### config.mk
export PLATFORM = sky130hd
export DESIGN_NAME = disp_scan_flat
export DESIGN_NICKNAME = d
export VERILOG_FILES = /design/src/rtl/disp_pkg.sv /design/src/rtl/disp_scan_if.sv /design/src/rtl/scan_prescaler.sv /design/src/rtl/disp_scan.sv /design/src/flat_wrapper.sv
export SDC_FILE = /design/constraint.sdc
export NUM_CORES = 1
export LEC_CHECK = 0
export BUFFER_PORTS_ARGS = -buffer_cell sky130_fd_sc_hd__buf_2
export CAP_MARGIN = 20
export CORE_MARGIN = 2
export CORE_UTILIZATION = 37
export DETAILED_ROUTE_END_ITERATION = 10
export SETUP_SLACK_MARGIN = 0.02
export SLEW_MARGIN = 5
export SYNTH_ARGS = -nofsm -noshare
export SYNTH_HDL_FRONTEND = slang
export SYNTH_SLANG_ARGS = --single-unit
### constraint.sdc
create_clock -name clk -period 3.9 [get_ports clk]
set_input_delay 0.39 -clock clk [delete_from_list [all_inputs] [get_ports clk]]
set_output_delay 0.39 -clock clk [all_outputs]
set_load 0.02 [all_outputs]
### src/rtl/disp_pkg.sv
`default_nettype none
// ============================================================================
//  Module      : disp_pkg (package)
//  Description : Shared constants, display record type and the
//                leading-zero blanking helper for the 4-digit display scanner.
//  Revision    : 1.0  initial release
// ============================================================================
package disp_pkg;

    localparam int         DIGITS = 4;
    localparam logic [3:0] DASH   = 4'b1010;
    localparam logic [3:0] AN_OFF = 4'b1111;

    // One complete frame's worth of display content.
    typedef struct packed {
        logic [15:0] val;    // four BCD nibbles, [15:12] = digit 3
        logic [1:0]  dppos;  // digit carrying the decimal point
        logic        ovf;    // show dashes everywhere
        logic        lzb;    // leading-zero blanking enable
    } disp_rec_t;

    // Per-digit blank mask. Digit i is dark when blanking is enabled, the
    // display is not in overflow, i sits left of the decimal point and every
    // digit from the MSD down to i is zero. Digit 0 can never satisfy
    // i > dppos, so it is never blanked.
    function automatic logic [DIGITS-1:0] blank_mask(input disp_rec_t rec);
        logic [DIGITS-1:0] m;
        logic              run;
        m   = '0;
        run = 1'b1;
        for (int i = DIGITS - 1; i >= 0; i--) begin
            run  = run & (rec.val[i*4 +: 4] == 4'd0);
            m[i] = rec.lzb & ~rec.ovf & run & (i > int'(rec.dppos));
        end
        return m;
    endfunction

endpackage : disp_pkg
`default_nettype wire

### src/rtl/disp_scan_if.sv
`default_nettype none
// ============================================================================
//  Module      : disp_scan_if (interface)
//  Description : Load port and segment/anode outputs of the display scanner.
//  Ports       : i_load  - one-cycle strobe capturing the fields below
//                i_val   - four BCD digits
//                i_dppos - decimal point digit index
//                i_ovf   - overflow (all dashes)
//                i_lzb   - leading-zero blanking enable
//                o_s     - segment decoder code (4'b1010 = dash)
//                o_dp    - decimal point, active low
//                o_an    - anode select, active-low one-hot
//  Revision    : 1.0  initial release
// ============================================================================
interface disp_scan_if;
    logic        i_load;
    logic [15:0] i_val;
    logic [1:0]  i_dppos;
    logic        i_ovf;
    logic        i_lzb;
    logic [3:0]  o_s;
    logic        o_dp;
    logic [3:0]  o_an;

    // Scanner side
    modport slave (
        input  i_load, i_val, i_dppos, i_ovf, i_lzb,
        output o_s, o_dp, o_an
    );

    // Producer of display values / consumer of the drive signals
    modport master (
        output i_load, i_val, i_dppos, i_ovf, i_lzb,
        input  o_s, o_dp, o_an
    );
endinterface : disp_scan_if
`default_nettype wire

### src/rtl/scan_prescaler.sv
`default_nettype none
// ============================================================================
//  Module      : scan_prescaler
//  Description : Slot counter running 0..REFRESH_DIV-1 with a wrap flag that
//                is high during the last cycle of each slot.
//  Ports       : clk    - system clock
//                rst_n  - asynchronous active-low reset
//                o_cnt  - current position within the slot
//                o_wrap - high while o_cnt == REFRESH_DIV-1
//  Revision    : 1.0  initial release
// ============================================================================
module scan_prescaler #(
    parameter int REFRESH_DIV = 50000,
    parameter int CNT_W       = $clog2(REFRESH_DIV)
) (
    input  wire logic             clk,
    input  wire logic             rst_n,
    output logic      [CNT_W-1:0] o_cnt,
    output logic                  o_wrap
);

    localparam logic [CNT_W-1:0] c_last = CNT_W'(REFRESH_DIV - 1);

    logic [CNT_W-1:0] r_cnt;
    logic             w_wrap;

    assign w_wrap = (r_cnt == c_last);

    always_ff @(posedge clk or negedge rst_n) begin
        if (!rst_n) begin
            r_cnt <= '0;
        end else if (w_wrap) begin
            r_cnt <= '0;
        end else begin
            r_cnt <= r_cnt + CNT_W'(1);
        end
    end

    assign o_cnt  = r_cnt;
    assign o_wrap = w_wrap;

endmodule : scan_prescaler
`default_nettype wire

### src/rtl/disp_scan.sv
`default_nettype none
// ============================================================================
//  Module      : disp_scan
//  Description : Four-digit multiplexed 7-segment scanner. Values are loaded
//                into a shadow register at any time and transferred to the
//                display register only on a frame boundary, so a frame is
//                never torn. Each digit slot begins with a guard interval of
//                dark anodes to suppress ghosting.
//  Ports       : clk   - system clock
//                rst_n - asynchronous active-low reset
//                bus   - disp_scan_if.slave (load port, S/DP/AN outputs)
//  Revision    : 1.0  initial release
// ============================================================================
module disp_scan
    import disp_pkg::*;
#(
    parameter int REFRESH_DIV = 50000,
    parameter int GUARD       = 64
) (
    input  wire logic  clk,
    input  wire logic  rst_n,
    disp_scan_if.slave bus
);

    localparam int               CNT_W   = $clog2(REFRESH_DIV);
    localparam logic [CNT_W-1:0] c_guard = CNT_W'(GUARD);
    localparam logic [1:0]       c_last_idx = 2'd3;

    // ------------------------------------------------------------------
    // Slot timing
    // ------------------------------------------------------------------
    logic [CNT_W-1:0] w_cnt;
    logic             w_wrap;

    scan_prescaler #(
        .REFRESH_DIV (REFRESH_DIV),
        .CNT_W       (CNT_W)
    ) u_prescaler (
        .clk    (clk),
        .rst_n  (rst_n),
        .o_cnt  (w_cnt),
        .o_wrap (w_wrap)
    );

    logic [1:0] r_idx;
    logic       w_boundary;

    assign w_boundary = w_wrap && (r_idx == c_last_idx);

    always_ff @(posedge clk or negedge rst_n) begin
        if (!rst_n) begin
            r_idx <= 2'd0;
        end else if (w_wrap) begin
            r_idx <= r_idx + 2'd1;
        end
    end

    // ------------------------------------------------------------------
    // Shadow / display double buffer
    // ------------------------------------------------------------------
    disp_rec_t r_shadow;
    disp_rec_t r_disp;
    logic      r_pending;
    disp_rec_t w_load_rec;

    assign w_load_rec = '{val:   bus.i_val,
                          dppos: bus.i_dppos,
                          ovf:   bus.i_ovf,
                          lzb:   bus.i_lzb};

    // A boundary transfer samples the shadow as it stood before this cycle's
    // LOAD; a coincident LOAD therefore keeps pending set so its value is
    // shown from the following boundary.
    always_ff @(posedge clk or negedge rst_n) begin
        if (!rst_n) begin
            r_shadow  <= '0;
            r_disp    <= '0;
            r_pending <= 1'b0;
        end else begin
            if (w_boundary && r_pending) begin
                r_disp <= r_shadow;
            end
            if (bus.i_load) begin
                r_shadow  <= w_load_rec;
                r_pending <= 1'b1;
            end else if (w_boundary) begin
                r_pending <= 1'b0;
            end
        end
    end

    // ------------------------------------------------------------------
    // Digit formatting (combinational, ahead of the output registers)
    // ------------------------------------------------------------------
    logic [DIGITS-1:0] w_blank;
    logic [3:0]        w_nib;
    logic [3:0]        w_s_nxt;
    logic              w_dp_nxt;
    logic [3:0]        w_an_nxt;

    assign w_blank = blank_mask(r_disp);
    assign w_nib   = r_disp.val[{r_idx, 2'b00} +: 4];

    always_comb begin
        w_s_nxt  = w_nib;
        w_dp_nxt = 1'b1;
        w_an_nxt = AN_OFF;

        if (r_disp.ovf || (w_nib > 4'd9)) begin
            w_s_nxt = DASH;
        end

        if ((r_idx == r_disp.dppos) && !r_disp.ovf) begin
            w_dp_nxt = 1'b0;
        end

        // Anodes stay dark through the guard interval and for blanked digits.
        if ((w_cnt >= c_guard) && !w_blank[r_idx]) begin
            w_an_nxt = ~(4'b0001 << r_idx);
        end
    end

    // ------------------------------------------------------------------
    // Output registers
    // ------------------------------------------------------------------
    logic [3:0] r_s;
    logic       r_dp;
    logic [3:0] r_an;

    always_ff @(posedge clk or negedge rst_n) begin
        if (!rst_n) begin
            r_s  <= 4'b0000;
            r_dp <= 1'b1;
            r_an <= AN_OFF;
        end else begin
            r_s  <= w_s_nxt;
            r_dp <= w_dp_nxt;
            r_an <= w_an_nxt;
        end
    end

    assign bus.o_s  = r_s;
    assign bus.o_dp = r_dp;
    assign bus.o_an = r_an;

endmodule : disp_scan
`default_nettype wire

### src/flat_wrapper.sv
// flat-port wrapper written by rule: the top's interface ports become plain ports
module disp_scan_flat import disp_pkg::*;
#(
    parameter int REFRESH_DIV = 50000,
    parameter int GUARD       = 64
)
  (clk, rst_n, bus_i_load, bus_i_val, bus_i_dppos, bus_i_ovf, bus_i_lzb, bus_o_s, bus_o_dp, bus_o_an);
  disp_scan_if bus_i ();
  input  wire logic clk;
  input  wire logic rst_n;
  input wire logic [$bits(bus_i.i_load)-1:0] bus_i_load;
  input wire logic [$bits(bus_i.i_val)-1:0] bus_i_val;
  input wire logic [$bits(bus_i.i_dppos)-1:0] bus_i_dppos;
  input wire logic [$bits(bus_i.i_ovf)-1:0] bus_i_ovf;
  input wire logic [$bits(bus_i.i_lzb)-1:0] bus_i_lzb;
  output wire logic [$bits(bus_i.o_s)-1:0] bus_o_s;
  output wire logic [$bits(bus_i.o_dp)-1:0] bus_o_dp;
  output wire logic [$bits(bus_i.o_an)-1:0] bus_o_an;
  assign bus_i.i_load = bus_i_load;
  assign bus_i.i_val = bus_i_val;
  assign bus_i.i_dppos = bus_i_dppos;
  assign bus_i.i_ovf = bus_i_ovf;
  assign bus_i.i_lzb = bus_i_lzb;
  assign bus_o_s = bus_i.o_s;
  assign bus_o_dp = bus_i.o_dp;
  assign bus_o_an = bus_i.o_an;
  disp_scan #(.REFRESH_DIV(REFRESH_DIV), .GUARD(GUARD)) u_core (.clk(clk), .rst_n(rst_n), .bus(bus_i));
endmodule
==> out/metrics.sh, run 1 <==
PLACED_CELL_AREA_UM2=3260
CTS-HOLD-FIX-BUFFERS=0
TIMING.CRITICAL_PATH.SLOWEST_CELL_DELAY_NS=0.58
CP-END-KIND='flip-flop'
FP.DIEW_UM=94.1
CORE_AREA_UM2=7810
SETUP_WS_NS=1.86
FIRSTDRTPASSITERS=4
INSERTION_DELAY_NS=0.35
N_ANTENNA_CELL=0
TOTALNEGATIVESETUPSLACK_NS=0
SKEW_NS=0.0113
POWER-PER-CELL-AREA_nW_PER_UM2=396
FINAL_STAGE_NET_COUNT=279
MIN_PERIOD_OVER_PERIOD_PCT=52.4
CLOCK_PATH_BUFFERS=2
PEAKVDDDROP_V=0.000134
FIN_UTIL_PCT=44.3
ROUTED_WIRE_LENGTH_PER_INSTANCE_UM=14.7
GLOBAL_ROUTE_WIRE_LENGTH_BEFORE_REPAIR_UM=8930
WORST_SETUP_HOLD_PATH_CLK_SLEW_NS=0.08
PATH_BUF_INV=0
SYNTH_ENABLE_FLOP_CELLS=0
STANDARD_CELL_WITH_THE_MAXIMUM_STAGE_DELAY_ON_THE_CRITICAL_PATH='sky130_fd_sc_hd__nor2_1'
CTS_TREE='yes'
GRT_START_MAX_NET_PINS=36
NETLIST_INSTANCES=212
CRITPATHARRIVALTIME_NS=2.27
NUM_VIAS=1725
DP_HPWL_UM=3610
POST_DRT_VIA_CELL_RATIO=4.83
RUN_STATUS='completed'
SYNTHDOMINANTCELLAREASHARE_PCT=52.5
ANTENNA_VIOLATIONS_BEFORE_REPAIR=0
SEQ_AREA_FRAC_SYNTH_PCT=56.8
REPORT.FINAL.HOLD_VIOL_COUNT=0
CHIPHEIGHT_UM=94.1
CRITPATHLAUNCHTYPE='flip-flop'
SYNTH_ASYNC_SR_FLOP_SHARE_PCT=100
PLACE.PORT_BUFFERS=31
HOLD_SLACK_NS=0.0952
TOTAL_CLOCK_SINKS=68
GRT_USE_TOTAL_PCT=13.4
DRC_ERRORS=0
DIEAREA_UM2=8860
FINAL_PERIOD_MINUS_WORST_SETUP_SLACK_NS=2.04
WORST-SETUP-PATH-TYPE='reg -> reg'
MAXCAPVIOLCOUNT=0
TIGHTEST_SLEW_NS=0.728
STD_CELL_ROWS=32
YOSYS.CELL_COUNT.TOP_TYPE='sky130_fd_sc_hd__dfrtp_1'
CTSHTREEMAXLEVEL=3
TIMING.CRITICAL_PATH.CELLS='ha_1 > and3_2 > nand3_2 > nor2_1 > mux2_2'
CTS.REPAIR_TIMING.SETUP_BUFFER_COUNT=0
MAXCLOCKFREQUENCY_MHz=490
SYNTH.DISTINCT_CELLS=39
SYNTH_TOP_CELLS_BY_AREA='sky130_fd_sc_hd__dfrtp_1, sky130_fd_sc_hd__mux2_4, sky130_fd_sc_hd__mux2_2, sky130_fd_sc_hd__dfstp_2, sky130_fd_sc_hd__xnor2_1'
GLOBALROUTEOVERFLOWTOTAL=0
HOLD_PATH_CLASS='in -> async'
VIA_COUNT_OF_THE_FIRST_GLOBAL_ROUTING_PASS=1743
CLOCK_BUFFER_COUNT_FROM_CTS=9
CTS_ROOT_BUF='sky130_fd_sc_hd__clkbuf_8'
SETUP_VIOLATIONS=0
INITIAL_CORE_UTIL_PCT=38.5
CELLS_RESIZED_BY_POST_CTS_REPAIR=0
DRTANTENNAVIOLNETS=0
POSTROUTEWIRELENGTH_UM=5250
SYNTH_AREA_LEADER_CELL='sky130_fd_sc_hd__dfrtp_1'
FLOW.AREA_GROWTH_FROM_SYNTHESIS_PCT=15.2
FINAL_MAX_TRAN_VIOLS=0
POWER.LEAKAGE_nW=1.59
FIRST_ITER_VIOLATIONS=61
SYNTH_TOP_FLOP_CELL='sky130_fd_sc_hd__dfrtp_1'
SETUP_SLACK_AFTER_PLACEMENT_NS=1.83
CP_TOP_FAMILY='simple AND/OR/NAND/NOR gates'
NUM_IO_PINS=32
SYN-MEAN-INSTANCE-AREA_UM2=14.2
SYN-CELL-AREA_UM2=3010
SYNTH_WARNINGS=0
FINALINSTANCEAREA_UM2=3460
GPL.FINAL_WEIGHTED_CONGESTION=0.791
CRIT_PATH_MAX_FANOUT=11
FRACTION_OF_LAYOUT_CELLS_WITH_A_SIZE_SUFFIX_ABOVE_1_PCT=42.0
RSZ0062_AT_GRT='false'
SYN_NETS=241
CRITICAL_PATH_REQUIRED_NS=4.13
SYNTH_SEQ_CELLS=68
TIMING.MAX_SLEW.REL_SLACK_PCT=51.5
SYNTHTOPCELLSBYCOUNT='sky130_fd_sc_hd__dfrtp_1, sky130_fd_sc_hd__mux2_2, sky130_fd_sc_hd__mux2_4, sky130_fd_sc_hd__nor2_1, sky130_fd_sc_hd__xnor2_1'
## worst register-to-register path, stage by stage (launching register included)
cell and delay (ns):
sky130_fd_sc_hd__dfrtp_1 0.40, sky130_fd_sc_hd__ha_1 0.21, sky130_fd_sc_hd__and3_2 0.22, sky130_fd_sc_hd__nand3_2 0.11
sky130_fd_sc_hd__nor2_1 0.58, sky130_fd_sc_hd__mux2_2 0.40
## through the flow
| step | cells | power [mW] |
|---|---|---|
| 5_1_grt | 357 | 1.42 |
| 3_3_place_gp | 341 | 0.803 |
| 2_1_floorplan | 212 | 0.772 |
| 6_report | 357 | 1.37 |
| 3_5_place_dp | 341 | 0.806 |
| 4_1_cts | 357 | 1.39 |
## cell families after synthesis
family | synth area share [%]
mux | 20.9
buf+inv | 2.21
flops | 56.8
compound gates | 2.33
xor+xnor | 4.08
fa+ha+maj | 2.50
simple gates | 11.2
## path summary, 6_finish.rpt
kind / from / to / slack, ns / cells after the start
min: rst_n / u_core.r_shadow[19] / 0.1 / 1
min reg2reg: u_core.u_prescaler.o_cnt[5] / u_core.u_prescaler.o_cnt[5] / 0.50 / 1
max: u_core.u_prescaler.o_cnt[0] / u_core.r_idx[1] / 1.86 / 5
max reg2reg: u_core.u_prescaler.o_cnt[0] / u_core.r_idx[1] / 1.86 / 5
min in group clk: bus_i_val[8] / u_core.r_shadow[12] / 0.27 / 2
max in group asynchronous: rst_n / u_core.bus.o_an[0] / 2.86 / 2
## cell type report
class                      instances  area (um^2)
multi-input combinational        131         1230
clock buffer                       9          124
timing repair buffer              33          170
tap                              102          128
fill                             738         4350
clock inverter                     7         75.1
inverter                           7         26.3
sequential                        68         1710
## placed cells by master, fill, tap and decap left out, types with 4 or more instances in the layout
master and instances:
sky130_fd_sc_hd__mux2_4 20, sky130_fd_sc_hd__clkbuf_8 9, sky130_fd_sc_hd__nand3b_1 4, sky130_fd_sc_hd__dfrtp_1 63, sky130_fd_sc_hd__nor3_1 4, sky130_fd_sc_hd__xnor2_1 11
sky130_fd_sc_hd__ha_1 6, sky130_fd_sc_hd__nand4_1 5, sky130_fd_sc_hd__dfstp_2 5, sky130_fd_sc_hd__nand2_1 6, sky130_fd_sc_hd__inv_1 7, sky130_fd_sc_hd__mux2_2 21
sky130_fd_sc_hd__nor2_1 15, sky130_fd_sc_hd__buf_2 31, sky130_fd_sc_hd__nand3_1 5, sky130_fd_sc_hd__mux4_2 4
## registers in the layout, indices dropped and copies added, names as in the netlist
signal	count
u_core.r_disp	20
u_core.r_shadow	20
u_core.u_prescaler.o_cnt	16
u_core.bus.o_dp	1
u_core.bus.o_s	4
u_core.r_idx	2
u_core.r_pending	1
u_core.bus.o_an	4
## routing by layer
metal / share of wire [%] / up-vias / track usage, %
met2: 43 / 34 / 17.7
met4: 1.8 / 0 / 8.33
li1: - / 833 / -
met3: 4.1 / 9 / 3.05
met5: 0 / - / 0
met1: 52 / 849 / 19.6
## power by group
group          switching, mW  internal, mW  leakage [nW]
logic                 0.0249        0.0274         0.629
registers             0.0114         0.726         0.868
clock network          0.282         0.298        0.0923
total                  0.319          1.05          1.59
Note: power is estimated with default switching activity, not from simulation.
==> inputs of run 2 (changes only) <==
Settings changed: ABC_AREA set to 1.
Clock period 3.9 ns to 2.1 ns, I/O delays scaled along.
==> out/metrics.sh, run 2 <==
SYNTHDOMINANTCELLAREASHARE_PCT=49.4
CRITPATHARRIVALTIME_NS=1.87
LAYOUT_COMMON_CELLS='sky130_fd_sc_hd__nand2_1, sky130_fd_sc_hd__dfrtp_1, sky130_fd_sc_hd__nor2_1'
FINAL_PERIOD_MINUS_WORST_SETUP_SLACK_NS=1.65
INSERTION_DELAY_NS=0.34
SYNTH_ASYNC_SR_FLOP_SHARE_PCT=100
SETUP_VIOLATIONS=0
PLACED_CELL_AREA_UM2=3460
SETUP_WS_NS=0.450
CRITPATHLAUNCHTYPE='flip-flop'
CP-STARTPOINT='u_core.r_idx[0]'
STANDARD_CELL_WITH_THE_MAXIMUM_STAGE_DELAY_ON_THE_CRITICAL_PATH='sky130_fd_sc_hd__dfrtp_1'
DIEAREA_UM2=9390
PLACE.PORT_BUFFERS=31
LAYOUT.CELLS.MOST_COMMON='sky130_fd_sc_hd__nand2_1'
TIMING.CRITICAL_PATH.CELLS='ha_1 > nand4_1 > buf_4 > nand2_1 > nand2_1'
FLOW.AREA_GROWTH_FROM_SYNTHESIS_PCT=16.4
TIGHTEST_SLEW_NS=0.586
CLOCK_BUFFER_COUNT_FROM_CTS=9
VIA_COUNT_OF_THE_FIRST_GLOBAL_ROUTING_PASS=2456
YOSYS-MUX-AREA-FRACTION_PCT=0
ANTENNA_VIOLATIONS_BEFORE_REPAIR=0
CTS_ROOT_BUF='sky130_fd_sc_hd__clkbuf_8'
CHIPHEIGHT_UM=96.9
DRC_ERRORS=0
CTS.REPAIR_TIMING.SETUP_BUFFER_COUNT=0
NUM_IO_PINS=32
CP_TOP_FAMILY='flip-flops'
WORST_SETUP_HOLD_PATH_CLK_SLEW_NS=0.08
SYNTH_TOP_FLOP_CELL='sky130_fd_sc_hd__dfrtp_1'
POST_DRT_VIA_CELL_RATIO=4.70
FINAL_CELLS=536
MAXCAPVIOLCOUNT=0
CRIT_PATH_MAX_FANOUT=20
FIRSTDRTPASSITERS=4
POWER-PER-CELL-AREA_nW_PER_UM2=746
POSTROUTEWIRELENGTH_UM=6270
SEQ_AREA_FRAC_SYNTH_PCT=53.5
WORSTSETUPENDPOINT='u_core.r_disp[5]'
GLOBAL_ROUTE_WIRE_LENGTH_BEFORE_REPAIR_UM=11400
SETUP_SLACK_AFTER_PLACEMENT_NS=0.475
SYNTH.DISTINCT_CELLS=27
SKEW_NS=0.0107
R2R_END='u_core.r_disp[5]'
REPORT.FINAL.HOLD_VIOL_COUNT=0
POWER_AFTER_LAYOUT_mW=2.77
GLOBALROUTEOVERFLOWTOTAL=0
CP_COMMON_CELL='sky130_fd_sc_hd__nand2_1'
FRACTION_OF_LAYOUT_CELLS_WITH_A_SIZE_SUFFIX_ABOVE_1_PCT=15.3
SYNTH_AREA_LEADER_CELL='sky130_fd_sc_hd__dfrtp_1'
NUMPLACEDINSTANCES=519
HOLD_SLACK_NS=0.0640
FINAL_STAGE_NET_COUNT=455
GPL.FINAL_WEIGHTED_CONGESTION=0.823
SIMPLE_GATE_AREA_SHARE_OF_THE_YOSYS_NETLIST_PCT=33.6
PEAKVDDDROP_V=0.000356
YOSYS.CELL_COUNT.TOP_TYPE='sky130_fd_sc_hd__nand2_1'
SYN_NETS=421
CTS_TREE='yes'
FIRST_ITER_VIOLATIONS=121
CTSHTREEMAXLEVEL=3
SYNTHTOPCELLSBYCOUNT='sky130_fd_sc_hd__nand2_1, sky130_fd_sc_hd__dfrtp_1, sky130_fd_sc_hd__nor2_1, sky130_fd_sc_hd__inv_1, sky130_fd_sc_hd__nand4_1'
NETLIST_INSTANCES=392
POWER.LEAKAGE_nW=1.94
FP.DIEW_UM=96.9
SYN-CELL-AREA_UM2=3190
CORE_AREA_UM2=8300
ROUTED_WIRE_LENGTH_PER_INSTANCE_UM=11.7
TOTALNEGATIVESETUPSLACK_NS=0
MIN_PERIOD_OVER_PERIOD_PCT=78.6
SYNTH_TOP_CELLS_BY_AREA='sky130_fd_sc_hd__dfrtp_1, sky130_fd_sc_hd__nand2_1, sky130_fd_sc_hd__nand4_1, sky130_fd_sc_hd__dfstp_2, sky130_fd_sc_hd__nor2_1'
FIN_UTIL_PCT=44.8
TIMING.MAX_SLEW.REL_SLACK_PCT=60.9
RUN_STATUS='completed'
REG2REG_FROM='u_core.r_idx[0]'
DP_HPWL_UM=4340
HOLD_PATH_CLASS='in -> reg'
SYNTH_SEQ_CELLS=68
STD_CELL_ROWS=33
FINAL_MAX_TRAN_VIOLS=0
GRT_START_MAX_NET_PINS=69
RSZ0062_AT_GRT='false'
SYNTH_ENABLE_FLOP_CELLS=0
TIMING.CRITICAL_PATH.SLOWEST_CELL_DELAY_NS=0.62
INITIAL_CORE_UTIL_PCT=38.5
GRT_USE_TOTAL_PCT=14.7
YOSYS.AREA_SHARE.XOR_XNOR_PCT=1.92
SYNTH_ADDER_AREA_SHARE_PCT=2.35
N_ANTENNA_CELL=0
SYNTH_COMPOUND_AREA_SHARE_PCT=2.20
CLOCK_PATH_BUFFERS=2
TIMING.CRITICAL_PATH.DEPTH=5
CP-END-KIND='flip-flop'
FINALINSTANCEAREA_UM2=3720
SYN-MEAN-INSTANCE-AREA_UM2=8.14
CRITICAL_PATH_REQUIRED_NS=2.32
FILL_CELLS=851
DOMINANT_COMBINATIONAL_CELL_FAMILY_BY_AREA_AFTER_SYNTHESIS='simple AND/OR/NAND/NOR gates'
MAXCLOCKFREQUENCY_MHz=606
TIMING.REG2REG.SETUP_SLACK_NS=0.45
PATH_BUF_INV=1
WORST-R2R-CELL-COUNT=5
WORST-SETUP-PATH-TYPE='reg -> reg'
TOTAL_CLOCK_SINKS=68
NUM_VIAS=2517
SYNTH_WARNINGS=0
DRTANTENNAVIOLNETS=0
run 2: changes by cell type after synthesis, sizes merged, moves of 4 or more:
cell / delta
nand2: +156
mux2: -41
inv: +24
nor2: +21
nand4: +19
nand3: +16
xnor2: -11
buf: +6
mux4: -4
nand3b: -4
o21ai: +4
xor2: +4
run 2: worst min-delay path: stages:
cell	delay [ns]
sky130_fd_sc_hd__buf_2	0.07
sky130_fd_sc_hd__nand2_1	0.04
sky130_fd_sc_hd__nand2_1	0.05
run 2: cell type report:
cell class                 instances  area, um^2  share of cell area [%]
sequential                        68        1710                    46.0
clock buffer                      10         138                    3.70
clock inverter                     6         111                    3.00
inverter                          32         120                    3.23
tap                              105         131                    3.54
timing repair buffer              37         228                    6.13
multi-input combinational        278        1280                    34.4
run 2: timing repair:
item	in CTS	in global routing
gates resized for setup	0	0
endpoints found under the hold margin	63	0
hold buffers	1	0
run 2: worst min path at each step:
stage	from	endpoint	slack, ns	cells after the start
detailed placement	rst_n	u_core.u_prescaler.o_cnt[11]	0.26	2
CTS	bus_i_val[7]	u_core.r_shadow[11]	0.05	3
floorplan	rst_n	u_core.bus.o_s[0]	-0.09	0
finish	bus_i_ovf	u_core.r_shadow[1]	0.06	3
global placement	rst_n	u_core.u_prescaler.o_cnt[11]	0.26	2
global route	bus_i_val[7]	u_core.r_shadow[11]	0.06	3
run 2: power breakdown:
part / switching [mW] / leakage, nW / internal (mW)
Clock: 0.496 / 0.122 / 0.821
Sequential: 0.0198 / 0.877 / 1.34
Combinational: 0.0580 / 0.942 / 0.0347
run 2: kinds of logic (layout without fill, tap and decap cells):
logic type | Yosys count | count (layout)
compound gates | 13 | 13
xor+xnor | 7 | 7
fa+ha+maj | 6 | 6
buf+inv | 46 | 85
flops | 68 | 68
simple gates | 252 | 252
run 2: routing by layer:
layer	global-route usage, %	part of all wire, %
met1	20.7	50
met5	0	0
met4	5.53	1.4
met3	3.47	3.6
met2	22.0	45
==> inputs of run 3 (changes only) <==
Clock period 2.1 ns to 1.5 ns, I/O delays scaled along.
==> out/metrics.sh, run 3 (synthesis gave the netlist of run 2 again) <==
VIA_COUNT_OF_THE_FIRST_GLOBAL_ROUTING_PASS=2554
FRACTION_OF_LAYOUT_CELLS_WITH_A_SIZE_SUFFIX_ABOVE_1_PCT=23.8
WORST-SETUP-PATH-TYPE='reg -> reg'
TIMING.MAX_SLEW.REL_SLACK_PCT=60.9
MIN_PERIOD_OVER_PERIOD_PCT=96.6
POSTROUTEWIRELENGTH_UM=6910
GPL.FINAL_WEIGHTED_CONGESTION=0.780
RSZ0062_AT_GRT='true'
CTS_TREE='yes'
REPORT.FINAL.HOLD_VIOL_COUNT=0
HOLD_SLACK_NS=0.0176
STD_CELL_ROWS=33
DP_HPWL_UM=4610
POST_DRT_VIA_CELL_RATIO=4.73
INSERTION_DELAY_NS=0.35
CRITPATHARRIVALTIME_NS=1.69
LAYOUT_COMMON_CELLS='sky130_fd_sc_hd__nand2_1, sky130_fd_sc_hd__dfrtp_1, sky130_fd_sc_hd__buf_2'
CRITICAL_PATH_REQUIRED_NS=1.74
TIMING.CRITICAL_PATH.SLOWEST_CELL_DELAY_NS=0.38
CTSHTREEMAXLEVEL=3
DIEAREA_UM2=9390
AREA_TAKEN_BY_MULTI_INPUT_LOGIC_GATES_UM2=1350
PATH_BUF_INV=2
CORE_AREA_UM2=8300
NUM_VIAS=2725
PEAKVDDDROP_V=0.000683
DRC_ERRORS=0
FILL_CELLS=797
N_ANTENNA_CELL=0
FP.DIEW_UM=96.9
REGAREA_UM2=1710
FINAL_PERIOD_MINUS_WORST_SETUP_SLACK_NS=1.45
STANDARD_CELL_WITH_THE_MAXIMUM_STAGE_DELAY_ON_THE_CRITICAL_PATH='sky130_fd_sc_hd__dfrtp_1'
SKEW_NS=0.00894
GRT_USE_TOTAL_PCT=15.2
TIMING.CRITICAL_PATH.CELLS='nor2_1 > nand2_1 > nor2_4 > nand4_1 > buf_6 > buf_6 > nand2_1 > nand2_1'
GLOBAL_ROUTE_WIRE_LENGTH_BEFORE_REPAIR_UM=11500
CHIPHEIGHT_UM=96.9
CP_TOP_FAMILY='simple AND/OR/NAND/NOR gates'
CRIT_PATH_MAX_FANOUT=5
POWER.LEAKAGE_nW=2.14
TOTALNEGATIVESETUPSLACK_NS=0
CRITPATHLAUNCHTYPE='flip-flop'
GRT_START_MAX_NET_PINS=69
WORST_SETUP_HOLD_PATH_CLK_SLEW_NS=0.08
SETUP_VIOLATIONS=0
NUM_IO_PINS=32
MAXCAPVIOLCOUNT=0
MAXCLOCKFREQUENCY_MHz=690
CP-END-KIND='flip-flop'
RUN_STATUS='completed'
FINAL_MAX_TRAN_VIOLS=0
CTS_ROOT_BUF='sky130_fd_sc_hd__clkbuf_8'
TOTAL_CLOCK_SINKS=68
INITIAL_CORE_UTIL_PCT=38.5
ANTENNA_VIOLATIONS_BEFORE_REPAIR=0
POWER-PER-CELL-AREA_nW_PER_UM2=910
PLACE.PORT_BUFFERS=31
HOLD_PATH_CLASS='in -> reg'
CLOCK_PATH_BUFFERS=2
TIGHTEST_SLEW_NS=0.586
ROUTED_WIRE_LENGTH_PER_INSTANCE_UM=12.0
CP_COMMON_CELL='sky130_fd_sc_hd__nand2_1'
FIRSTDRTPASSITERS=5
CLOCK_BUFFER_COUNT_FROM_CTS=9
FINAL_STAGE_NET_COUNT=495
FIRST_ITER_VIOLATIONS=125
DRTANTENNAVIOLNETS=0
GLOBALROUTEOVERFLOWTOTAL=0
LAYOUT.CELLS.MOST_COMMON='sky130_fd_sc_hd__nand2_1'
FLOW.AREA_GROWTH_FROM_SYNTHESIS_PCT=29.1
==> run 3: changes by cell type in the layout (fill, tap and decap cells not counted), moves of 2 or more <==
cell and change:
sky130_fd_sc_hd__dlygate4sd3_1 +18, sky130_fd_sc_hd__buf_4 +17, sky130_fd_sc_hd__nand2_1 -17, sky130_fd_sc_hd__nand2_2 +16, sky130_fd_sc_hd__buf_6 +5, sky130_fd_sc_hd__nor2_1 -4
sky130_fd_sc_hd__nor2_2 +3, sky130_fd_sc_hd__clkinvlp_4 +2
==> run 3: final timing paths <==
kind                       slack, ns  depth (start not counted)                        start                           end
max in group asynchronous       0.85                          3                        rst_n             u_core.bus.o_s[0]
max                             0.05                          8  u_core.u_prescaler.o_cnt[5]             u_core.r_disp[19]
min in group asynchronous       0.35                          3                        rst_n  u_core.u_prescaler.o_cnt[11]
min                             0.02                          3                 bus_i_val[0]            u_core.r_shadow[4]
max reg2reg                     0.05                          8  u_core.u_prescaler.o_cnt[5]             u_core.r_disp[19]
min reg2reg                     0.47                          2          u_core.r_shadow[10]           u_core.r_shadow[10]
==> run 3: power by group <==
group / switching [mW] / internal [mW]
logic: 0.0864 / 0.0789
registers: 0.0269 / 1.88
clock network: 0.736 / 0.943
==> run 3: area by class of cell <==
| cell class | count | area share (%) |
|---|---|---|
| clock buffers | 9 | 3.01 |
| clock inverters | 7 | 2.43 |
| inverters | 32 | 2.91 |
| multi-input cells | 278 | 32.6 |
| flip-flops and latches | 68 | 41.5 |
| well taps | 105 | 3.19 |
| repair buffers | 77 | 14.4 |
==> run 3: through the flow <==
stage / power, mW / cell area, um^2 / utilization (%) / std cells / setup WS (ns)
after detailed placement: 2.08 / 3580 / 43.2 / 536 / 0.00918
after CTS: 3.81 / 4000 / 48.2 / 571 / 0.0140
after global routing: 3.91 / 4120 / 49.7 / 576 / -0.0631
after global placement: 2.07 / 3580 / 43.2 / 536 / 0.0514
final: 3.75 / 4120 / 49.7 / 576 / 0.0513
after floorplan: 1.99 / 3190 / - / 392 / 0.121
==> run 3: per-layer routing <==
metal	vias up	part of all wire (%)	GRT usage [%]
li1	1393	-	-
met1	1273	47	20.2
met2	49	47	23.6
met4	0	2.3	7.91
met3	10	2.9	2.75
met5	-	0	0
==> run 3: what timing repair did <==
item                                   CTS  global route
endpoints found under the hold margin   81             0
setup buffers                            0             2
gates cloned                             0             3
hold buffers                            19             0
setup endpoints to repair                5            26
resized for setup                        1            34
pin swaps                                1             4
==> run 3: worst min-delay path: cells and delay by family <==
kind / cells / cell delay [ns]
simple gates: 2 / 0.11
buf+inv: 1 / 0.07
